[config.mk]
export PLATFORM = sky130hd
export DESIGN_NAME = cv32e40p_x_result_buffer
export DESIGN_NICKNAME = d
export VERILOG_FILES = /design/src/rtl/cv32e40p_x_result_buffer_pkg.sv /design/src/rtl/cv32e40p_x_result_buffer.sv
export SDC_FILE = /design/constraint.sdc
export NUM_CORES = 1
export LEC_CHECK = 0
export ABC_AREA = 1
export BUFFER_PORTS_ARGS = -buffer_cell sky130_fd_sc_hd__buf_4
export CAP_MARGIN = 0
export CORE_AREA = 2 2 116 118
export CTS_CLUSTER_SIZE = 12
export DETAILED_ROUTE_END_ITERATION = 6
export DIE_AREA = 0 0 118 120
export GPL_TIMING_DRIVEN = 0
export PLACE_DENSITY = 0.72
export SETUP_SLACK_MARGIN = 0.02
export SLEW_MARGIN = 10
export SYNTH_ARGS = -nofsm -noshare
export SYNTH_HDL_FRONTEND = slang
export SYNTH_SLANG_ARGS = --single-unit
[constraint.sdc]
create_clock -name clk -period 3.8 [get_ports clk]
set_input_delay 0.57 -clock clk [delete_from_list [all_inputs] [get_ports clk]]
set_output_delay 0.57 -clock clk [all_outputs]
set_load 0.05 [all_outputs]
[src/rtl/cv32e40p_x_result_buffer_pkg.sv]
// cv32e40p_x_result_buffer_pkg: default sizes and entry layout for the X-interface result buffer
//   X_RESULT_DEPTH      default number of buffered result entries
//   X_STARVE_LIMIT      default cycles the buffer defers to ALU writebacks before forcing the port
//   X_ID_WIDTH_DEFAULT  default X-interface instruction id width
//   x_result_entry_t    {id, data, rd} entry at the default id width
package cv32e40p_x_result_buffer_pkg;

    localparam int X_RESULT_DEPTH     = 2;
    localparam int X_STARVE_LIMIT     = 4;
    localparam int X_ID_WIDTH_DEFAULT = 4;

    typedef struct packed {
        logic [X_ID_WIDTH_DEFAULT-1:0] id;
        logic [31:0]                   data;
        logic [4:0]                    rd;
    } x_result_entry_t;

endpackage

[src/rtl/cv32e40p_x_result_buffer.sv]
// cv32e40p_x_result_buffer: FIFO of coprocessor results sharing the EX regfile write port with ALU writebacks
//   x_result_valid_i/ready_o, id/data/rd/we_i  : coprocessor result beat handshake
//   alu_wb_req_i                               : EX wants the shared write port this cycle
//   x_result_valid_assigned_o, id/data/rd/we_o : head entry granted onto the write port
//   rs_addr_i/rs_hazard_o                      : ID-stage lookup of pending buffered writes
//   count_o                                    : occupied entries
module cv32e40p_x_result_buffer
    import cv32e40p_x_result_buffer_pkg::*;
#(
    parameter int DEPTH        = X_RESULT_DEPTH,
    parameter int STARVE_LIMIT = X_STARVE_LIMIT,
    parameter int X_ID_WIDTH   = X_ID_WIDTH_DEFAULT
) (
    input  logic                         clk,
    input  logic                         rst,
    input  logic                         x_result_valid_i,
    output logic                         x_result_ready_o,
    input  logic [X_ID_WIDTH-1:0]        x_result_id_i,
    input  logic [31:0]                  x_result_data_i,
    input  logic [4:0]                   x_result_rd_i,
    input  logic                         x_result_we_i,
    input  logic                         alu_wb_req_i,
    output logic                         x_result_valid_assigned_o,
    output logic [X_ID_WIDTH-1:0]        x_result_id_o,
    output logic [31:0]                  x_result_data_o,
    output logic [4:0]                   x_result_rd_o,
    output logic                         x_result_we_o,
    input  logic [14:0]                  rs_addr_i,
    output logic [2:0]                   rs_hazard_o,
    output logic [$clog2(DEPTH+1)-1:0]   count_o
);

    localparam int CW = $clog2(DEPTH + 1);
    localparam int PW = DEPTH > 1 ? $clog2(DEPTH) : 1;
    localparam int SW = $clog2(STARVE_LIMIT + 1);

    typedef struct packed {
        logic [X_ID_WIDTH-1:0] id;
        logic [31:0]           data;
        logic [4:0]            rd;
    } entry_t;

    entry_t           mem_q [DEPTH];
    entry_t           mem_d [DEPTH];
    logic [DEPTH-1:0] vld_q, vld_d;
    logic [PW-1:0]    wr_ptr_q, wr_ptr_d, rd_ptr_q, rd_ptr_d;
    logic [CW-1:0]    count_q, count_d;
    logic [SW-1:0]    starve_q, starve_d;
    logic             ready, push, empty, grant, beat_wr;
    entry_t           head;

    function automatic logic [PW-1:0] nxt(input logic [PW-1:0] p);
        return p == PW'(DEPTH - 1) ? '0 : p + 1'b1;
    endfunction

    // ready depends on registered occupancy only; held low while reset is asserted
    assign ready   = !rst && count_q < CW'(DEPTH);
    assign beat_wr = x_result_we_i && x_result_rd_i != 5'd0;
    assign push    = x_result_valid_i && ready && beat_wr;
    assign empty   = count_q == '0;
    assign grant   = !empty && (!alu_wb_req_i || starve_q == SW'(STARVE_LIMIT) || count_q == CW'(DEPTH));
    assign head    = mem_q[rd_ptr_q];

    assign x_result_ready_o          = ready;
    assign x_result_valid_assigned_o = grant;
    assign x_result_id_o             = grant ? head.id : '0;
    assign x_result_data_o           = grant ? head.data : '0;
    assign x_result_rd_o             = grant ? head.rd : '0;
    assign x_result_we_o             = grant;
    assign count_o                   = count_q;

    always_comb begin
        mem_d = mem_q;
        vld_d = vld_q;
        if (push) begin
            mem_d[wr_ptr_q] = '{id: x_result_id_i, data: x_result_data_i, rd: x_result_rd_i};
            vld_d[wr_ptr_q] = 1'b1;
        end
        // push never targets the head slot while it is occupied, so clearing it here is safe
        if (grant)
            vld_d[rd_ptr_q] = 1'b0;
        wr_ptr_d = push ? nxt(wr_ptr_q) : wr_ptr_q;
        rd_ptr_d = grant ? nxt(rd_ptr_q) : rd_ptr_q;
        count_d  = count_q + CW'(push) - CW'(grant);
        starve_d = (empty || grant) ? '0 : starve_q == SW'(STARVE_LIMIT) ? starve_q : starve_q + 1'b1;
    end

    always_comb begin
        rs_hazard_o = '0;
        for (int i = 0; i < 3; i++) begin
            rs_hazard_o[i] = x_result_valid_i && ready && x_result_we_i
                             && x_result_rd_i == rs_addr_i[5*i +: 5];
            for (int j = 0; j < DEPTH; j++)
                if (vld_q[j] && mem_q[j].rd == rs_addr_i[5*i +: 5])
                    rs_hazard_o[i] = 1'b1;
            if (rs_addr_i[5*i +: 5] == 5'd0)
                rs_hazard_o[i] = 1'b0;
        end
    end

    always_ff @(posedge clk or posedge rst) begin
        if (rst) begin
            for (int j = 0; j < DEPTH; j++)
                mem_q[j] <= '0;
            vld_q    <= '0;
            wr_ptr_q <= '0;
            rd_ptr_q <= '0;
            count_q  <= '0;
            starve_q <= '0;
        end else begin
            mem_q    <= mem_d;
            vld_q    <= vld_d;
            wr_ptr_q <= wr_ptr_d;
            rd_ptr_q <= rd_ptr_d;
            count_q  <= count_d;
            starve_q <= starve_d;
        end
    end

endmodule

==> results of run 1 <==
==> metal layers <==
| layer | vias to the layer above | track usage | routed length (um) |
|---|---|---|---|
| met1 | 2131 | 0.247 | 5860 |
| met3 | 13 | 0.0304 | 657 |
| met5 | - | 0 | 0 |
| li1 | 2362 | - | - |
| met4 | 0 | 0.0610 | 203 |
| met2 | 128 | 0.320 | 6240 |
==> state kept, by name, indices dropped and copies added (netlist names) <==
signal,count
wr_ptr_q,1
rd_ptr_q,1
count_o,2
starve_q,3
vld_q,2
mem_q,82
==> cell families (layout without fill, tap and decap cells) <==
logic type,Yosys count,after routing,share of synthesized area
AO/OA/AOI/OAI,90,90,0.126
AND/OR/NAND/NOR,397,397,0.305
buffers and inverters,110,236,0.108
flip-flops,91,91,0.446
adder cells (fa/ha/maj),4,4,0.00981
XOR/XNOR,3,3,0.00515
==> power by group through the flow <==
| stage | sequential [mW] | clock [mW] | combinational, mW |
|---|---|---|---|
| after floorplan | 1.63 | 0 | 2.07 |
| after global placement | 1.64 | 0 | 2.87 |
| after detailed placement | 1.65 | 0 | 2.90 |
| after CTS | 1.64 | 1.03 | 2.92 |
| after global routing | 1.70 | 1.07 | 3.13 |
| final | 1.65 | 1.01 | 2.89 |
==> per-stage QoR <==
stage                     hold slack [ns]  instance area, sq um  utilization
after global placement              0.453                  6140        0.473
after detailed placement            0.460                  6170        0.475
after global routing                0.277                  6510        0.502
after floorplan                     0.432                  5100            -
after CTS                           0.251                  6510        0.502
final                               0.243                  6510        0.502
==> worst max-delay path, cell delays in order (launching register included) <==
cell	delay, ns
dfrtp_1	0.40
inv_1	0.07
ha_1	0.14
nand2_1	0.05
nand3_1	0.14
o21ai_1	0.17
nor2_2	0.34
buf_2	0.34
nand2_1	0.09
o21ai_0	0.13
buf_4	0.25
==> area by class of cell <==
cell class,instances,area [sq um],area share
inverter,82,310,0.0476
sequential,91,2280,0.350
tap,176,220,0.0338
buffer,28,241,0.0371
multi-input combinational,494,2270,0.349
clock buffer,11,243,0.0373
clock inverter,5,100,0.0154
timing repair buffer,110,846,0.130
==> synth_stat cells (all sizes together) <==
cell type    n  share of area
ha           4         0.0098
dfrtp       91           0.45
a21oi        2         0.0020
inv         81          0.060
nand4        1         0.0012
buf         25          0.045
nor2        40          0.030
nand2      337           0.25
nand3       16          0.016
nor3         3         0.0029
o21ai       88           0.12
clkinv       1        0.00074
xnor2        3         0.0052
clkbuf       3         0.0025
==> path summary, 6_finish.rpt <==
path	end	slack (ns)	depth (start not counted)
worst min-delay path	mem_q[1]$_DFFE_PP0P_	0.24	2
worst max register to register	count_o[1]$_DFF_PP0_	1.86	10
max in group asynchronous	mem_q[79]$_DFFE_PP0P_	2.93	3
worst min register to register	starve_q[0]$_DFFE_PP0P_	0.47	1
min in group clk	starve_q[0]$_DFFE_PP0P_	0.47	1
worst max-delay path	x_result_rd_o[3]	0.76	10
==> metrics, run 1 <==
outcome completed; Pwr Total about 5.6 mW; most frequent cells in the layout 323 x nand2_1, 113 x buf_4, 91 x dfrtp_1; worst skew pair latency 0.34 ns; largest net degree at the start of global routing between 60 and 70; Net Sw Frac 0.467; commonest non-fill, non-tap cell in the layout nand2_1; Area Overhead vs Synth 27.7%; Final min period 3.04 ns; sequential area share after synthesis 0.446; final WL 13000 um; Fin. Hold Viols 0; Leak Pwr roughly 3.7 nW; Post-Syn Area 5100 sq um; CTS Hold Bufs 0; Internal Pwr Total 2.96 mW; layout cells sized above 1 0.270; Fillers 1308; crit path max fanout 10; Final period util 0.799; num rows 42; width of the die 118 um; Final Setup Violations 0; RSZ-0062 raised after global routing no; H-tree levels 3; Via density 4.65; Initial DRC Count about 370; PnR worst setup slack around 0.76 ns; grt ovf 0; Worst Max-Slew Pin Slew roughly 0.51 ns; critical path arrival around 2.5 ns; drt wl/cell 13.0 um; syn nets 760; WP data required 3.23 ns; TritonCTS Buffers 9; Place WS 1.08 ns; setup bufs post-CTS 0; Core Region 13000 sq um; Crit. Startpoint starve_q[0]$_DFFE_PP0P_; Nets between 800 and 900; clk_skew about 0.01 ns; I/O Pins 110; TritonCTS Sinks 91; peak supply drop 594 uV; Rel. slew slack 0.660; initial antenna violation count 0; total track usage 0.189; GPL Wtd Cong 0.920; cell count after synthesis 695; post-cts resize count 0; TritonCTS clock tree done; hpwl dp 9380 um; die area roughly 14000 sq um; warnings from Yosys 0; Vert. Die Dim 120 um; Clock power frac 0.182; Post-Layout Cell Count 997; wire length of the first global-routing pass roughly 21000 um; CP startpoint kind register; I/O Buffers between 100 and 150; drt drc 0; DR vias 4634; fin. max-slew vios 0; DRT Pass-1 Iters 5; Post-Place Cells 981; via count of the first global-routing pass 4480; worst hold-check path type primary input to async pin; clk slew on worst S/H paths 0.06 ns; Sw Pwr 2.59 mW; Antenna Violating Nets Remaining 0; Comb pwr share 0.521; type of the worst setup path register to output pin; Max-cap violations 0; Clock Tree Buf Depth 2; setup TNS 0 ns; CTS root buf clkbuf_16; Ant. Diodes 0; initial core utilization 0.393; Netlist cell types 22; Avg Inst Size Synth between 7 and 8 sq um; Seq pwr share 0.297; PD cells about 850 nW/um^2; Reg2Reg Launch Point starve_q[0]$_DFFE_PP0P_; Peak Freq about 330 MHz; Worst setup EP type output pin; Yosys reg bits 91
No activity file was read; power rests on OpenSTA's default activity.
==> inputs of run 2 (changes only) <==
--- a/config.mk
+++ b/config.mk
@@ -5,15 +5,15 @@
 export SDC_FILE = /design/constraint.sdc
 export NUM_CORES = 1
 export LEC_CHECK = 0
-export ABC_AREA = 1
+export ABC_AREA = 0
 export BUFFER_PORTS_ARGS = -buffer_cell sky130_fd_sc_hd__buf_4
 export CAP_MARGIN = 0
-export CORE_AREA = 2 2 116 118
+export CORE_AREA = 2 2 112 114
 export CTS_CLUSTER_SIZE = 12
 export DETAILED_ROUTE_END_ITERATION = 6
-export DIE_AREA = 0 0 118 120
+export DIE_AREA = 0 0 114 116
 export GPL_TIMING_DRIVEN = 0
-export PLACE_DENSITY = 0.72
+export PLACE_DENSITY = 0.74
 export SETUP_SLACK_MARGIN = 0.02
 export SLEW_MARGIN = 10
 export SYNTH_ARGS = -nofsm -noshare
==> constraint.sdc (replaced) <==
create_clock -name clk -period 2.6 [get_ports clk]
set_input_delay 0.39 -clock clk [delete_from_list [all_inputs] [get_ports clk]]
set_output_delay 0.39 -clock clk [all_outputs]
set_load 0.05 [all_outputs]
==> run 2 against run 1 <==
  * Register-to-register slack worse by 1.6 ns
  * Critical path depth is 5 lower
  * Non-clock buffer count is 8 lower
  * Critical path type unchanged
  * Clock power is 21% higher
  * Global-route usage is 1.7 points lower
  * Die area is 6.6% lower
  * Design area is 8.1% lower
  * Highest routed layer unchanged
  * Via count is 28% lower
  * Sequential share of layout area is 3.1 points higher
  * Combinational power is 55% higher
  * Cell count is 35% lower
  * Setup slack worse by 0.60 ns
==> metrics, run 2 <==
fin. max-slew vios 0 (unchanged); drt drc 0 (unchanged); top post-synthesis cells by count 91 x dfrtp_1, 82 x mux2_1, 51 x nor2_1, 42 x mux2i_1, 35 x xor2_1 (was 323 x nand2_1, 91 x dfrtp_1, 78 x inv_1, 51 x o21ai_2, 38 x nor2_1); Final min period between 2 and 2.5 ns; CP max stage cell dfrtp_1 (unchanged); Reg2Reg Depth 5 (was 10); layout cells sized above 1 0.287 (was 0.270); TritonCTS Sinks 91 (unchanged); share of the synthesized area in the top cell type 0.487 (was 0.446); Min Hold Slack 0.0638 ns (was 0.243 ns); Crit path max-delay family simple AND/OR/NAND/NOR gates (was buffers and inverters); number of flops mapped to enable cells by yosys 0 (unchanged); hpwl dp 8060 um (was 9380 um); num rows 40 (was 42); die area 13200 sq um (was 14200 sq um); Yosys reg bits 91 (unchanged); biggest regs mem_q (82), starve_q (3) (unchanged); width of the die 114 um (was 118 um); CP startpoint kind register (unchanged); Worst Max-Slew Pin Slew 0.485 ns (was 0.510 ns); H-tree levels 3 (unchanged); worst skew pair latency 0.34 ns (about the same); cell count after synthesis 383 (was 695); Internal Pwr Total 4.41 mW (was 2.96 mW); Synth area leader dfrtp_1 (unchanged); sequential area share after synthesis 0.487 (was 0.446); WP data required 2.21 ns (was 3.23 ns); Initial DRC Count 152 (was 373); top-count cell post-synth dfrtp_1 (was nand2_1); largest net degree at the start of global routing 39 (was 62); worst hold-check path type primary input to async pin (unchanged); Nets 565 (was 881); I/O Pins 110 (unchanged); RSZ-0062 raised after global routing yes (was no); Final Setup Violations 0 (unchanged); setup TNS 0 ns (unchanged); Reg2Reg Launch Point count_o[1]$_DFF_PP0_ (was starve_q[0]$_DFFE_PP0P_); TritonCTS clock tree done (unchanged); Comb pwr share 0.543 (was 0.521); critical path, cell by cell nand4bb_1 > nor4_1 > nand3_1 > a31oi_1 > buf_4 (was inv_1 > ha_1 > nand2_1 > nand3_1 > o21ai_1 > nor2_2 > buf_2 > nand2_1 > o21ai_0 > buf_4); via count of the first global-routing pass 3477 (was 4480); setup bufs post-CTS 0 (unchanged); Peak Freq 410 MHz; Netlist cell types 29 (was 22); CP Buf/Inv Count 1 (was 3); Post-Place Cells 636 (was 981); Crit path largest cell delay 0.44 ns (was 0.40 ns); initial antenna violation count 0 (unchanged); Max-cap violations 0 (unchanged); total track usage 0.172 (was 0.189); Area Overhead vs Synth 28.0% (was 27.7%); Clock Tree Buf Depth 2 (unchanged); I/O Buffers 104 (was 109); area of the multi-input gates 2230 sq um (was 2270 sq um); Via density 5.10 (was 4.65); PD cells 1380 nW/um^2 (was 852 nW/um^2); largest cells by area after synthesis dfrtp_1 49%, mux2_1 20%, mux2i_1 9.0% (was dfrtp_1 45%, nand2_1 24%, o21ai_2 8.8%); syn nets 448 (was 760); PnR worst setup slack 0.161 ns (was 0.763 ns); crit path max fanout 5 (was 10); most frequent cells in the layout 110 x buf_4, 91 x dfrtp_1, 82 x mux2_1 (was 323 x nand2_1, 113 x buf_4, 91 x dfrtp_1); final WL 10800 um (was 13000 um); Rel. slew slack 0.677 (was 0.660); warnings from Yosys 0 (unchanged); Fillers 1086 (was 1308); initial core utilization 0.393 (about the same); FFs w/ async S/R, synth 1.00 (unchanged); outcome completed (unchanged); DR vias 3326 (was 4634); critical path arrival 2.05 ns (was 2.47 ns); Sw Pwr 3.87 mW (was 2.59 mW); Place WS 0.0745 ns (was 1.08 ns); slack of the worst reg-to-reg path 0.31 ns (was 1.86 ns); Avg Inst Size Synth 12.2 sq um (was 7.34 sq um); Pwr Total 8.28 mW (was 5.55 mW); Antenna Violating Nets Remaining 0 (unchanged); Vert. Die Dim 116 um (was 120 um); Worst setup EP type output pin (unchanged); type of the worst setup path register to output pin (unchanged); Seq pwr share 0.310 (was 0.297); RR Endpoint mem_q[49]$_DFFE_PP0P_ (was count_o[1]$_DFF_PP0_); Largest Register mem_q (unchanged); wire length of the first global-routing pass 17600 um (was 21300 um); Crit. Startpoint count_o[1]$_DFF_PP0_ (was starve_q[0]$_DFFE_PP0P_); clk slew on worst S/H paths 0.06 ns (about the same); Post-Syn Area 4680 sq um (was 5100 sq um); CTS Hold Bufs 0 (unchanged); Clock power frac 0.147 (was 0.182); Core Region 11900 sq um (was 13000 sq um); Final period util 0.938; CTS root buf clkbuf_16 (unchanged); commonest non-fill, non-tap cell in the layout buf_4 (was nand2_1); GPL Wtd Cong 0.839 (was 0.920); drt wl/cell 16.6 um (was 13.0 um); Post-Layout Cell Count 652 (was 997); Leak Pwr 2.89 nW (was 3.66 nW); grt ovf 0 (unchanged); Reg area 2280 sq um (unchanged); clk_skew 0.00496 ns (was 0.00975 ns); Ant. Diodes 0 (unchanged); Fin. Hold Viols 0 (unchanged); Net Sw Frac 0.467 (about the same); peak supply drop 746 uV (was 594 uV); TritonCTS Buffers 9 (unchanged); Main synth FF type dfrtp_1 (unchanged); DRT Pass-1 Iters 4 (was 5); Largest register FFs 82 (unchanged)
[run 2: cell count changes in the layout (fill, tap and decap cells not counted), moves of 35 or more]
| cell | delta |
|---|---|
| mux2_1 | +82 |
| mux2i_1 | +42 |
| nand2_1 | -322 |
| inv_1 | -71 |
| xor2_1 | +35 |
| o21ai_2 | -50 |
[run 2: area by class of cell]
type	count	area share
multi-input combinational	260	0.373
sequential	91	0.381
clock buffer	10	0.0399
tap	147	0.0307
clock inverter	6	0.00690
timing repair buffer	106	0.137
inverter	8	0.00565
buffer	24	0.0255
[run 2: kinds of logic after synthesis]
| family | Yosys count | share of synthesized area |
|---|---|---|
| flops | 91 | 0.487 |
| buf+inv | 32 | 0.0359 |
| compound gates | 9 | 0.0158 |
| xor+xnor | 49 | 0.0918 |
| fa+ha+maj | 4 | 0.0107 |
| mux | 124 | 0.287 |
| simple gates | 74 | 0.0714 |
[run 2: worst max-delay path by stage]
stage / cells past startpoint / end
floorplan: 4 / rs_hazard_o[0]
global placement: 7 / x_result_rd_o[4]
detailed placement: 7 / x_result_rd_o[4]
CTS: 7 / x_result_rd_o[4]
global route: 7 / x_result_data_o[12]
finish: 5 / rs_hazard_o[0]
[run 2: power groups by stage]
stage / combinational, mW / clock, mW / sequential (mW)
3_3_place_gp: 4.43 / 0 / 2.54
6_report: 4.49 / 1.22 / 2.57
5_1_grt: 4.80 / 1.31 / 2.66
3_5_place_dp: 4.51 / 0 / 2.59
2_1_floorplan: 3.27 / 0 / 2.50
4_1_cts: 4.55 / 1.25 / 2.57
[run 2: layer usage]
layer  wire [um]  track usage
met1        4660        0.218
met2        5390        0.288
met3         631       0.0429
met4         136       0.0585
met5           0            0
[run 2: per-stage QoR]
step	utilization	cell area [sq um]
2_1_floorplan	-	4680
3_3_place_gp	0.474	5640
3_5_place_dp	0.477	5680
4_1_cts	0.502	5980
5_1_grt	0.502	5980
6_report	0.502	5980
[run 2: worst register-to-register path, delay by kind of cell (launching register included)]
kind	cells	cell delay, ns
compound gates	1	0.29
simple gates	2	0.72
buf+inv	1	0.36
flops	1	0.44
mux	1	0.37
[run 2: repair_timing]
item,CTS,global route
setup endpoints to repair,40,30
gates cloned,0,0
gates resized for setup,9,6
==> inputs of run 3 (changes only) <==
==> constraint.sdc (replaced) <==
create_clock -name clk -period 2.2 [get_ports clk]
set_input_delay 0.33 -clock clk [delete_from_list [all_inputs] [get_ports clk]]
set_output_delay 0.33 -clock clk [all_outputs]
set_load 0.05 [all_outputs]
==> run 3 against run 2 <==
  * Cell count is 1.2% higher
  * Setup slack worse by 0.15 ns
  * Count of clock-buffer cells in the layout is 1 higher
  * Register-to-register slack worse by 0.12 ns
  * Clock power is 39% higher
  * Largest power group unchanged
==> metrics, run 3 (synthesis gave the netlist of run 2 again) <==
type of the worst setup path register to output pin (unchanged); Final Setup Violations 0 (unchanged); Area Overhead vs Synth 38.6% (was 28.0%); clk slew on worst S/H paths 0.07 ns (was 0.06 ns); die area 13200 sq um (unchanged); Core Region 11900 sq um (unchanged); commonest non-fill, non-tap cell in the layout buf_4 (unchanged); TritonCTS clock tree done (unchanged); Worst setup EP type output pin (unchanged); TritonCTS Buffers 9 (unchanged); grt ovf 0 (unchanged); Largest Register mem_q (unchanged); Rel. slew slack 0.532 (was 0.677); DR vias 3344 (was 3326); worst hold-check path type primary input to async pin (unchanged); initial core utilization 0.393 (unchanged); Final period util 0.995; total track usage 0.176 (was 0.172); Fillers 1041 (was 1086); RSZ-0062 raised after global routing yes (unchanged); I/O Buffers 104 (unchanged); wire length of the first global-routing pass 18200 um (was 17600 um); outcome completed (unchanged); clk_skew 0.00909 ns (was 0.00496 ns); Largest register FFs 82 (unchanged); TritonCTS Sinks 91 (unchanged); Leak Pwr 3.01 nW (was 2.89 nW); Antenna Violating Nets Remaining 0 (unchanged); worst skew pair latency 0.33 ns (was 0.34 ns); CP startpoint kind register (unchanged); Ant. Diodes 0 (unchanged); Clock Tree Buf Depth 2 (unchanged); via count of the first global-routing pass 3492 (was 3477); layout cells sized above 1 0.402 (was 0.287); fin. max-slew vios 0 (unchanged); Post-Place Cells 636 (unchanged); drt drc 0 (unchanged); critical path arrival 1.86 ns (was 2.05 ns); CP Buf/Inv Count 1 (unchanged); initial antenna violation count 0 (unchanged); Crit path largest cell delay 0.41 ns (was 0.44 ns); CP max stage cell dfrtp_2 (was dfrtp_1); drt wl/cell 17.2 um (was 16.6 um); Initial DRC Count 107 (was 152); Final min period 2.19 ns; peak supply drop 982 uV (was 746 uV); WP data required 1.87 ns (was 2.21 ns); Peak Freq 457 MHz; I/O Pins 110 (unchanged); setup TNS 0 ns (unchanged); Via density 5.07 (was 5.10); Fin. Hold Viols 0 (unchanged); Post-Layout Cell Count 660 (was 652); PnR worst setup slack 0.0105 ns (was 0.161 ns); Crit path max-delay family simple AND/OR/NAND/NOR gates (unchanged); CTS root buf clkbuf_16 (unchanged); GPL Wtd Cong 0.825 (was 0.839); DRT Pass-1 Iters 4 (unchanged); H-tree levels 3 (unchanged); largest net degree at the start of global routing 33 (was 39); critical path, cell by cell nand4bb_4 > nor4_2 > nand3_1 > a31oi_4 > buf_4 (was nand4bb_1 > nor4_1 > nand3_1 > a31oi_1 > buf_4); final WL 11400 um (was 10800 um); PD cells 1690 nW/um^2 (was 1380 nW/um^2); most frequent cells in the layout 95 x buf_4, 84 x dfrtp_1, 82 x mux2_1 (was 110 x buf_4, 91 x dfrtp_1, 82 x mux2_1); Pwr Total 11.0 mW (was 8.28 mW); Worst Max-Slew Pin Slew 0.700 ns (was 0.485 ns); Place WS -0.154 ns (was 0.0745 ns); crit path max fanout 4 (was 5); width of the die 114 um (unchanged); hpwl dp 8010 um (was 8060 um); Vert. Die Dim 116 um (unchanged); biggest regs mem_q (82), starve_q (3) (unchanged); Max-cap violations 0 (unchanged); Nets 573 (was 565); num rows 40 (unchanged)
[run 3: power breakdown]
part	switching (mW)	internal, mW	leakage, nW
clock	0.626	1.06	0.162
sequential	0.602	2.49	1.11
combinational	3.72	2.46	1.74
total	4.94	6.01	3.01
[run 3: path summary, 6_finish.rpt]
kind                       slack [ns]                     to  cells after the start                  start
min in group clk                 0.21  mem_q[20]$_DFFE_PP0P_                      2    x_result_data_i[15]
min                              0.11   count_o[1]$_DFF_PP0_                      2                    rst
max in group asynchronous        1.27   rd_ptr_q$_DFFE_PP0P_                      4                    rst
min reg2reg                      0.48  mem_q[56]$_DFFE_PP0P_                      1  mem_q[56]$_DFFE_PP0P_
max                              0.01         rs_hazard_o[0]                      5   count_o[1]$_DFF_PP0_
max reg2reg                      0.19  mem_q[43]$_DFFE_PP0P_                      5   count_o[1]$_DFF_PP0_
[run 3: repair_timing]
action                                  CTS  global route
endpoints found under the setup margin   81            54
buffers inserted                          2             2
cloned                                    5             0
pin swaps                                 1             4
hold buffers                              0             0
resized for setup                        37            49
[run 3: area by class of cell]
class | instances | area, sq um | area share
multi-input cells | 261 | 2450 | 0.379
flip-flops and latches | 91 | 2290 | 0.353
repair buffers | 114 | 990 | 0.153
clock buffers | 11 | 253 | 0.0390
plain buffers | 23 | 194 | 0.0299
well taps | 147 | 184 | 0.0284
clock inverters | 5 | 85.1 | 0.0131
inverters | 8 | 33.8 | 0.00521
[run 3: worst reg2reg max path, stage by stage (launching register included)]
cell	delay [ns]
dfrtp_2	0.41
nand4bb_4	0.25
o21bai_4	0.25
nor2_2	0.27
buf_2	0.34
mux2_1	0.36
[run 3: metrics by stage]
stage                util  cell area, sq um  hold slack [ns]
floorplan               -              4770            0.431
global placement    0.482              5740            0.443
detailed placement  0.485              5780            0.453
CTS                 0.530              6310            0.125
global route        0.544              6480            0.155
finish              0.544              6480            0.114
[run 3: layer usage]
metal	vias up	GRT usage	routed length (um)
li1	1565	-	-
met1	1686	0.228	5080
met2	82	0.302	5560
met3	11	0.0377	591
met4	0	0.0455	133
met5	-	0	0
